<file path="config.mk">
export PLATFORM = sky130hd
export DESIGN_NAME = shift_add_multiplier
export DESIGN_NICKNAME = d
export VERILOG_FILES = /design/src/rtl/alu_pkg.sv /design/src/rtl/carry_lookahead_adder.sv /design/src/rtl/shift_add_multiplier.sv
export SDC_FILE = /design/constraint.sdc
export NUM_CORES = 1
export LEC_CHECK = 0
export ABC_AREA = 0
export BUFFER_PORTS_ARGS = -buffer_cell sky130_fd_sc_hd__buf_2
export CAP_MARGIN = 20
export CORE_MARGIN = 2
export CORE_UTILIZATION = 40
export CTS_CLUSTER_SIZE = 24
export DETAILED_ROUTE_END_ITERATION = 10
export PLACE_DENSITY = 0.59
export SKIP_LAST_GASP = 1
export SYNTH_ARGS = -nofsm -noshare
export SYNTH_HDL_FRONTEND = slang
export SYNTH_HIERARCHICAL = 1
export SYNTH_SLANG_ARGS = --single-unit
</file>
<file path="constraint.sdc">
create_clock -name clk -period 3.81 [get_ports clk]
set_clock_uncertainty 0.05 [all_clocks]
set_input_delay 0.1905 -clock clk [delete_from_list [all_inputs] [get_ports clk]]
set_output_delay 0.1905 -clock clk [all_outputs]
set_load 0.005 [all_outputs]
</file>
<file path="src/rtl/alu_pkg.sv">
// alu_pkg: shared ALU widths, multiplier iteration count and MUL FSM state encoding.
package alu_pkg;
  localparam int ALU_WIDTH = 16;
  localparam int MUL_CNT_W = 5;
  localparam int MUL_ITERS = 16;
  typedef enum logic [1:0] {IDLE, CALC, DONE} mul_state_t;
endpackage

</file>
<file path="src/rtl/carry_lookahead_adder.sv">
// carry_lookahead_adder: two-level carry-lookahead adder (4-bit groups), carry-in 0.
module carry_lookahead_adder
  import alu_pkg::*;
#(
  parameter int WIDTH = ALU_WIDTH
) (
  input  logic [WIDTH-1:0] a,
  input  logic [WIDTH-1:0] b,
  output logic [WIDTH-1:0] sum,
  output logic             overflow
);
  localparam int GROUPS = WIDTH / 4;
  logic [WIDTH-1:0] p, g;
  logic [WIDTH:0] c;
  logic [GROUPS-1:0] gp, gg;
  logic [GROUPS:0] gc;
  function automatic logic [GROUPS:0] group_carries(input logic [GROUPS-1:0] gen, input logic [GROUPS-1:0] prop);
    logic [GROUPS:0] r;
    r = '0;
    for (int i = 0; i < GROUPS; i++) r[i+1] = gen[i] | (prop[i] & r[i]);
    return r;
  endfunction
  assign p = a ^ b;
  assign g = a & b;
  assign gc = group_carries(gg, gp);
  for (genvar k = 0; k < GROUPS; k++) begin : grp
    localparam int B = 4 * k;
    assign gp[k] = &p[B+3:B];
    assign gg[k] = g[B+3] | (p[B+3] & g[B+2]) | (p[B+3] & p[B+2] & g[B+1])
                 | (p[B+3] & p[B+2] & p[B+1] & g[B]);
    assign c[B]   = gc[k];
    assign c[B+1] = g[B] | (p[B] & gc[k]);
    assign c[B+2] = g[B+1] | (p[B+1] & g[B]) | (p[B+1] & p[B] & gc[k]);
    assign c[B+3] = g[B+2] | (p[B+2] & g[B+1]) | (p[B+2] & p[B+1] & g[B])
                  | (p[B+2] & p[B+1] & p[B] & gc[k]);
  end
  assign c[WIDTH] = gc[GROUPS];
  assign sum = p ^ c[WIDTH-1:0];
  assign overflow = c[WIDTH];
endmodule

</file>
<file path="src/rtl/shift_add_multiplier.sv">
// shift_add_multiplier: iterative 16x16 unsigned shift-add multiplier with valid/ready handshakes.
// Optional early termination on exhausted multiplier bits: SHIFT_ADD_MULTIPLIER_EARLY_TERM_EN.
module shift_add_multiplier
  import alu_pkg::*;
#(
  parameter int WIDTH = ALU_WIDTH,
  parameter int CNT_W = MUL_CNT_W
) (
  input  logic               clk,
  input  logic               rst,
  input  logic               in_valid,
  output logic               in_ready,
  input  logic [WIDTH-1:0]   in_a,
  input  logic [WIDTH-1:0]   in_b,
  output logic               out_valid,
  input  logic               out_ready,
  output logic [2*WIDTH-1:0] product,
  output logic               busy
);
  mul_state_t state_q;
  logic [WIDTH-1:0] acc_hi_q, acc_lo_q, mcand_q, acc_hi_d, acc_lo_d, add_sum;
  logic [CNT_W-1:0] cnt_q, cnt_d;
  logic [2*WIDTH-1:0] product_q, early_product;
  logic [WIDTH:0] cs;
  logic out_valid_q, add_ovf, last_step, early_done;
  carry_lookahead_adder #(.WIDTH(WIDTH)) u_adder (
    .a(acc_hi_q),
    .b(mcand_q),
    .sum(add_sum),
    .overflow(add_ovf)
  );
  // Carry-out lands in acc_hi[15] so no product bit is lost on the shift.
  assign cs = acc_lo_q[0] ? {add_ovf, add_sum} : {1'b0, acc_hi_q};
  assign acc_hi_d = cs[WIDTH:1];
  assign acc_lo_d = {cs[0], acc_lo_q[WIDTH-1:1]};
  assign cnt_d = cnt_q + 1'b1;
  assign last_step = cnt_d == CNT_W'(MUL_ITERS);
`ifdef SHIFT_ADD_MULTIPLIER_EARLY_TERM_EN
  logic [WIDTH-1:0] rem;
  logic [CNT_W-1:0] shamt;
  // Low bits of acc_lo still hold the unconsumed multiplier bits.
  assign rem = acc_lo_q & ({WIDTH{1'b1}} >> cnt_q);
  assign shamt = CNT_W'(MUL_ITERS) - cnt_q;
  assign early_done = (rem == '0) && (cnt_q < CNT_W'(MUL_ITERS));
  assign early_product = {acc_hi_q, acc_lo_q} >> shamt;
`else
  assign early_done = 1'b0;
  assign early_product = '0;
`endif
  always_ff @(posedge clk) begin
    if (rst) begin
      state_q <= IDLE;
      acc_hi_q <= '0;
      acc_lo_q <= '0;
      mcand_q <= '0;
      cnt_q <= '0;
      product_q <= '0;
      out_valid_q <= 1'b0;
    end else begin
      case (state_q)
        IDLE: if (in_valid) begin
          acc_hi_q <= '0;
          acc_lo_q <= in_b;
          mcand_q <= in_a;
          cnt_q <= '0;
          state_q <= CALC;
        end
        CALC: if (early_done) begin
          product_q <= early_product;
          out_valid_q <= 1'b1;
          state_q <= DONE;
        end else begin
          acc_hi_q <= acc_hi_d;
          acc_lo_q <= acc_lo_d;
          cnt_q <= cnt_d;
          if (last_step) begin
            product_q <= {acc_hi_d, acc_lo_d};
            out_valid_q <= 1'b1;
            state_q <= DONE;
          end
        end
        DONE: if (out_ready) begin
          out_valid_q <= 1'b0;
          state_q <= IDLE;
        end
        default: state_q <= IDLE;
      endcase
    end
  end
  assign in_ready = state_q == IDLE;
  assign busy = state_q == CALC;
  assign out_valid = out_valid_q;
  assign product = product_q;
endmodule

</file>
==> run metrics, run 1 <==
outcome finished, final reports clean; die height 110 µm; global-route wire length before repair 17400 µm; startpoint types register; TritonCTS clock tree built; vias in the first global route 3546; P_sw 0.503 mW; Synth Register Bits 88; # rows 38; Resized cells post-CTS 0; CP max stage delay 0.38 ns; Placed Instance Area 4880 µm²; global-route usage over all layers 0.185; WS Path Type register to register; grt ovf 0; critical path's slowest cell fa_1; clock sink total 88; crit-path cells ha_1 > a211oi_2 > o21ba_4 > o32ai_4 > or2_2 > fa_1 > xor2_1 > mux2_2 > nand2_1 > o32ai_1; GP Congestion 0.821; Synth Cell Area 4490 µm²; largest cells by area after synthesis dfxtp_1, nand2b_1, nand2_1; EDFF count, synth 0; synthesized area per cell 8.43 µm²; IO buf count 70; cts hold-fix bufs 11; H-tree depth 3; # nets final 649; Setup Viol. Count Final 0; number of diodes 0; routed wire length 10500 µm; setup tns final 0 ns; total internal power 1.36 mW; sequential area share after synthesis 0.393; Starting Density 0.412; Post-CTS Setup Inserts 0; crit share post-route 0.714; Hold Path Cell Cnt 3; initial detailed-routing violation count 192; Core Area 10900 µm²; crit end category register; fin crit period 2.72 ns; maximum fanout along the worst path 5; Max clock buf depth 2; worst setup margin 1.09 ns; synthesized instance count 532; part of the power in registers 0.531; initial antenna violation count 0; post-route design area 5180 µm²; R2R depth 10; Die Width 110 µm; die footprint 12100 µm²; io pins 71; Wirelength per Cell 14.3 µm; clock network power share 0.340; via count 3811; ys flop type dfxtp_1; Async SR Flop Fraction 0; Fmax 368 MHz; Max Cap Viol 0; Sw Ratio 0.269; Final Max Slew Viols 0; power share of the combinational group 0.129; Yosys top cell area share 0.393; Routed Antenna Nets 0; peak supply drop 225 µV; Clk Latency, worst-skew pair 0.37 ns; clk root buf clkbuf_8; power density cells 360 nW/µm²; fraction of layout cells with a size suffix above 1 0.193; synth unique cells 49; Via-to-Cell Ratio 5.19; area leader, netlist dfxtp_1; hold crit path type input port to register; Worst slew margin 0.414; Synthesis Warnings 6; Leakage 2.18 nW; top-count cell post-synth dfxtp_1; clock-pin slew on the worst setup and hold paths 0.08 ns; measured slew at the worst slew-check pin 0.878 ns; Synthesized Nets 590; # DRC 0; area growth from synthesis to final layout 15.4%; Critical Path RT 3.99 ns; Final Hold Fails 0; largest net degree at the start of global routing 71; RSZ-0062 raised after global routing no; CTS Buf Count 9; DP HPWL 6940 µm; post-place setup slack 1.11 ns; Synth top cells by count dfxtp_1, nand2_1, nor2_1; first drt pass iteration count 4; Crit path arrival time 2.90 ns
## per-layer routing
metal	wire [µm]	global-route usage	share of wire	vias to the layer above
met5	0	0	0	-
met3	671	0.0652	0.064	10
met1	5030	0.241	0.48	1782
met4	108	0.0533	0.010	0
met2	4670	0.290	0.45	87
li1	-	-	-	1932
## flip-flops by register name, summed over array words and instances (netlist names)
| name | cells |
|---|---|
| acc_lo_q | 16 |
| cnt_q | 5 |
| state_q | 2 |
| acc_hi_q | 16 |
| mcand_q | 16 |
| product | 32 |
| out_valid | 1 |
## power by group through the flow
stage	clock [mW]	combinational, mW	sequential (mW)
after floorplan	0	0.182	0.997
after global placement	0	0.232	1.01
after detailed placement	0	0.235	1.01
after CTS	0.660	0.244	0.993
after global routing	0.691	0.276	0.998
final	0.634	0.241	0.991
## worst max-delay path: cells and delay by family (launching register included)
| kind | cells | cell delay, ns |
|---|---|---|
| AND/OR/NAND/NOR | 2 | 0.41 |
| XOR/XNOR | 1 | 0.16 |
| multiplexers | 1 | 0.26 |
| AO/OA/AOI/OAI | 4 | 0.61 |
| adder cells (fa/ha/maj) | 2 | 0.72 |
| flip-flops | 1 | 0.36 |
## cell type report
cell class	instances	area, µm²
clock inverters	2	12.5
repair buffers	84	495
clock buffers	13	179
flip-flops and latches	88	1760
fillers	1060	5710
multi-input cells	403	2530
inverters	5	18.8
well taps	140	175
## path summary, 6_finish.rpt
kind                                  from                  endpoint  slack [ns]
setup / recovery  acc_hi_q[1]$_SDFFE_PP0P_  product[28]$_SDFFE_PP0P_        1.09
hold / removal                     in_a[7]   mcand_q[7]$_SDFFE_PP0P_        0.01
setup reg to reg  acc_hi_q[1]$_SDFFE_PP0P_  product[28]$_SDFFE_PP0P_        1.09
hold reg to reg     out_valid$_SDFFE_PP0P_    out_valid$_SDFFE_PP0P_        0.41
## logic make-up (layout without fill, tap and decap cells)
kind of cell    count (synthesis)  after routing  synth area share
simple gates                  234            234             0.245
xor+xnor                        8              8            0.0173
mux                            33             33            0.0781
buf+inv                        41            104            0.0421
flops                          88             88             0.393
compound gates                106            106             0.156
fa+ha+maj                      22             22            0.0681
## per-stage QoR
stage          hold WS [ns]  cells  power (mW)  utilization
2_1_floorplan         0.276    532        1.18            -
3_3_place_gp          0.380    709        1.25        0.448
3_5_place_dp          0.387    709        1.25        0.448
4_1_cts             0.00247    735        1.90        0.476
5_1_grt             0.00317    735        1.96        0.476
6_report             0.0120    735        1.87        0.476
## cells in the final DEF, fill, tap and decap left out, drive strengths merged, types with 4 or more instances in the layout
cell type,synthesis,layout
nand2,77,77
inv,5,5
nor2b,14,14
o21ai,8,8
dlygate4sd3,0,11
nand3,6,6
a21oi,58,58
buf,14,73
mux2i,17,17
ha,18,18
dfxtp,88,88
o32ai,16,16
mux2,16,16
clkbuf,22,13
xor2,5,5
nor3,15,15
nand3b,4,4
a211oi,4,4
nor2,62,62
nand2b,47,47
fa,4,4
(Power assumes the default switching activity.)
==> run 2: changes to the inputs <==
- PLACE_DENSITY: 0.59 -> 0.61
- clock period: 3.81 -> 2.5 ns (I/O delays scaled with it)
==> run metrics, run 2 (same netlist as run 1, synthesis figures left out) <==
Hold Path Cell Cnt 3; # DRC 0; first drt pass iteration count 4; final core utilization 0.507; Crit path arrival time 2.61 ns; fraction of layout cells with a size suffix above 1 0.254; Die Width 110 µm; power share of the combinational group 0.139; Worst slew margin 0.536; Sw Ratio 0.268; commonest non-fill, non-tap cell in the layout dfxtp_1; peak supply drop 329 µV; maximum fanout along the worst path 3; CP max stage delay 0.41 ns; measured slew at the worst slew-check pin 0.696 ns; FILL cells 1028; grt ovf 0; H-tree depth 3; FF+latch area 1780 µm²; startpoint types register; clk root buf clkbuf_8; global-route usage over all layers 0.187; initial detailed-routing violation count 162; routed wire length 10700 µm; post-place setup slack -0.0167 ns; WS Path Type register to register; Multi-input gate area 2660 µm²; initial antenna violation count 0; crit end category register; clock sink total 88; via count 3875; GP Congestion 0.811; Top Family by Delay on Critical Path adder cells; Leakage 2.28 nW; DP HPWL 7000 µm; largest net degree at the start of global routing 52; RSZ-0062 raised after global routing yes; Starting Density 0.412; Final Max Slew Viols 0; part of the power in registers 0.505; Critical Path RT 2.70 ns; IO buf count 70; Via-to-Cell Ratio 5.11; P_sw 0.800 mW; R2R depth 9; total internal power 2.19 mW; max reg flops 32; RR Endpoint product[27]$_SDFFE_PP0P_; TritonCTS clock tree built; global-route wire length before repair 17700 µm; Final Hold Fails 0; clock-pin slew on the worst setup and hold paths 0.09 ns; clock network power share 0.357; Worst Setup SP acc_hi_q[3]$_SDFFE_PP0P_; worst setup margin 0.0830 ns; crit-path cells ha_1 > o21ai_2 > o21ba_4 > o32ai_4 > or2_4 > fa_2 > mux2_4 > nand2_2 > o32ai_1; min-delay src in_b[15]; io pins 71; area growth from synthesis to final layout 23.2%; CTS Buf Count 9; most frequent cells in the layout dfxtp_1, nand2_1, buf_2; # rows 38; R2R Setup Slk 0.08 ns; hold crit path type input port to register; outcome finished, final reports clean; Wirelength per Cell 14.2 µm; die footprint 12100 µm²; number of diodes 0; vias in the first global route 3748; power density cells 541 nW/µm²; R2R Path Start acc_hi_q[3]$_SDFFE_PP0P_; Fmax 414 MHz; Setup Viol. Count Final 0; Buf/Inv on CP 0; # nets final 671; Clk Latency, worst-skew pair 0.37 ns; Max Cap Viol 0; Routed Antenna Nets 0; fin crit period 2.42 ns; Core Area 10900 µm²; Post-CTS Setup Inserts 0; die height 110 µm; WHS Endpoint acc_lo_q[15]$_SDFFE_PP0P_; crit share post-route 0.967; critical path's slowest cell fa_2; Max clock buf depth 2
-- run 2: cell types whose count changed in the layout (fill, tap and decap cells not counted), sizes merged --
cell and change:
buf +15, bufinv +1, clkbuf -1, clkinv +1
dlygate4sd3 +7
-- run 2: worst max path at each step --
stage | cells past startpoint | to | slack, ns
3_5_place_dp | 10 | product[28]$_SDFFE_PP0P_ | -0.02
6_report | 9 | product[27]$_SDFFE_PP0P_ | 0.08
2_1_floorplan | 10 | product[28]$_SDFFE_PP0P_ | 0.04
4_1_cts | 10 | product[28]$_SDFFE_PP0P_ | 0.003
5_1_grt | 9 | product[30]$_SDFFE_PP0P_ | -0.03
3_3_place_gp | 10 | product[28]$_SDFFE_PP0P_ | 0.01
-- run 2: tightest hold or removal path, cell delays in order --
cell and delay (ns):
buf_2 0.08, o211ai_1 0.08, a21oi_1 0.14
-- run 2: what timing repair did --
| action | 4_1_cts | 5_1_grt |
|---|---|---|
| pin swaps | 3 | 8 |
| endpoints found under the setup margin | 1 | 8 |
| hold endpoints to repair | 19 | 0 |
| gates cloned | 0 | 0 |
| hold buffers | 18 | 0 |
| resized for setup | 1 | 23 |
-- run 2: cell type report --
class                      count  share of cell area
clock buffer                  12              0.0299
clock inverter                 4             0.00929
inverter                       5             0.00340
multi-input combinational    403               0.481
sequential                    88               0.321
tap                          140              0.0317
timing repair buffer         106               0.123
-- run 2: power groups by stage --
stage                     registers (mW)  logic (mW)  clock network (mW)
final                               1.51       0.414                1.07
after global routing                1.52       0.468                1.16
after global placement              1.53       0.375                   0
after floorplan                     1.52       0.279                   0
after detailed placement            1.54       0.382                   0
after CTS                           1.50       0.407                1.11
-- run 2: layer usage --
metal  wire length, µm  vias up  GRT usage
met5                 0        -          0
met2              5030       87      0.304
met3               572        9     0.0599
li1                  -     1976          -
met4               102        0     0.0515
met1              5040     1803      0.237
-- run 2: metrics by stage --
step | hold slack [ns] | std cells | power, mW | setup TNS, ns | instance area [µm²]
after floorplan | 0.211 | 532 | 1.80 | 0 | 4500
after global placement | 0.315 | 724 | 1.91 | 0 | 5010
after detailed placement | 0.323 | 724 | 1.92 | -0.0167 | 5010
after CTS | 0.0148 | 758 | 3.02 | 0 | 5420
after global routing | 0.0590 | 758 | 3.14 | -0.0570 | 5520
final | 0.0356 | 758 | 2.99 | 0 | 5520
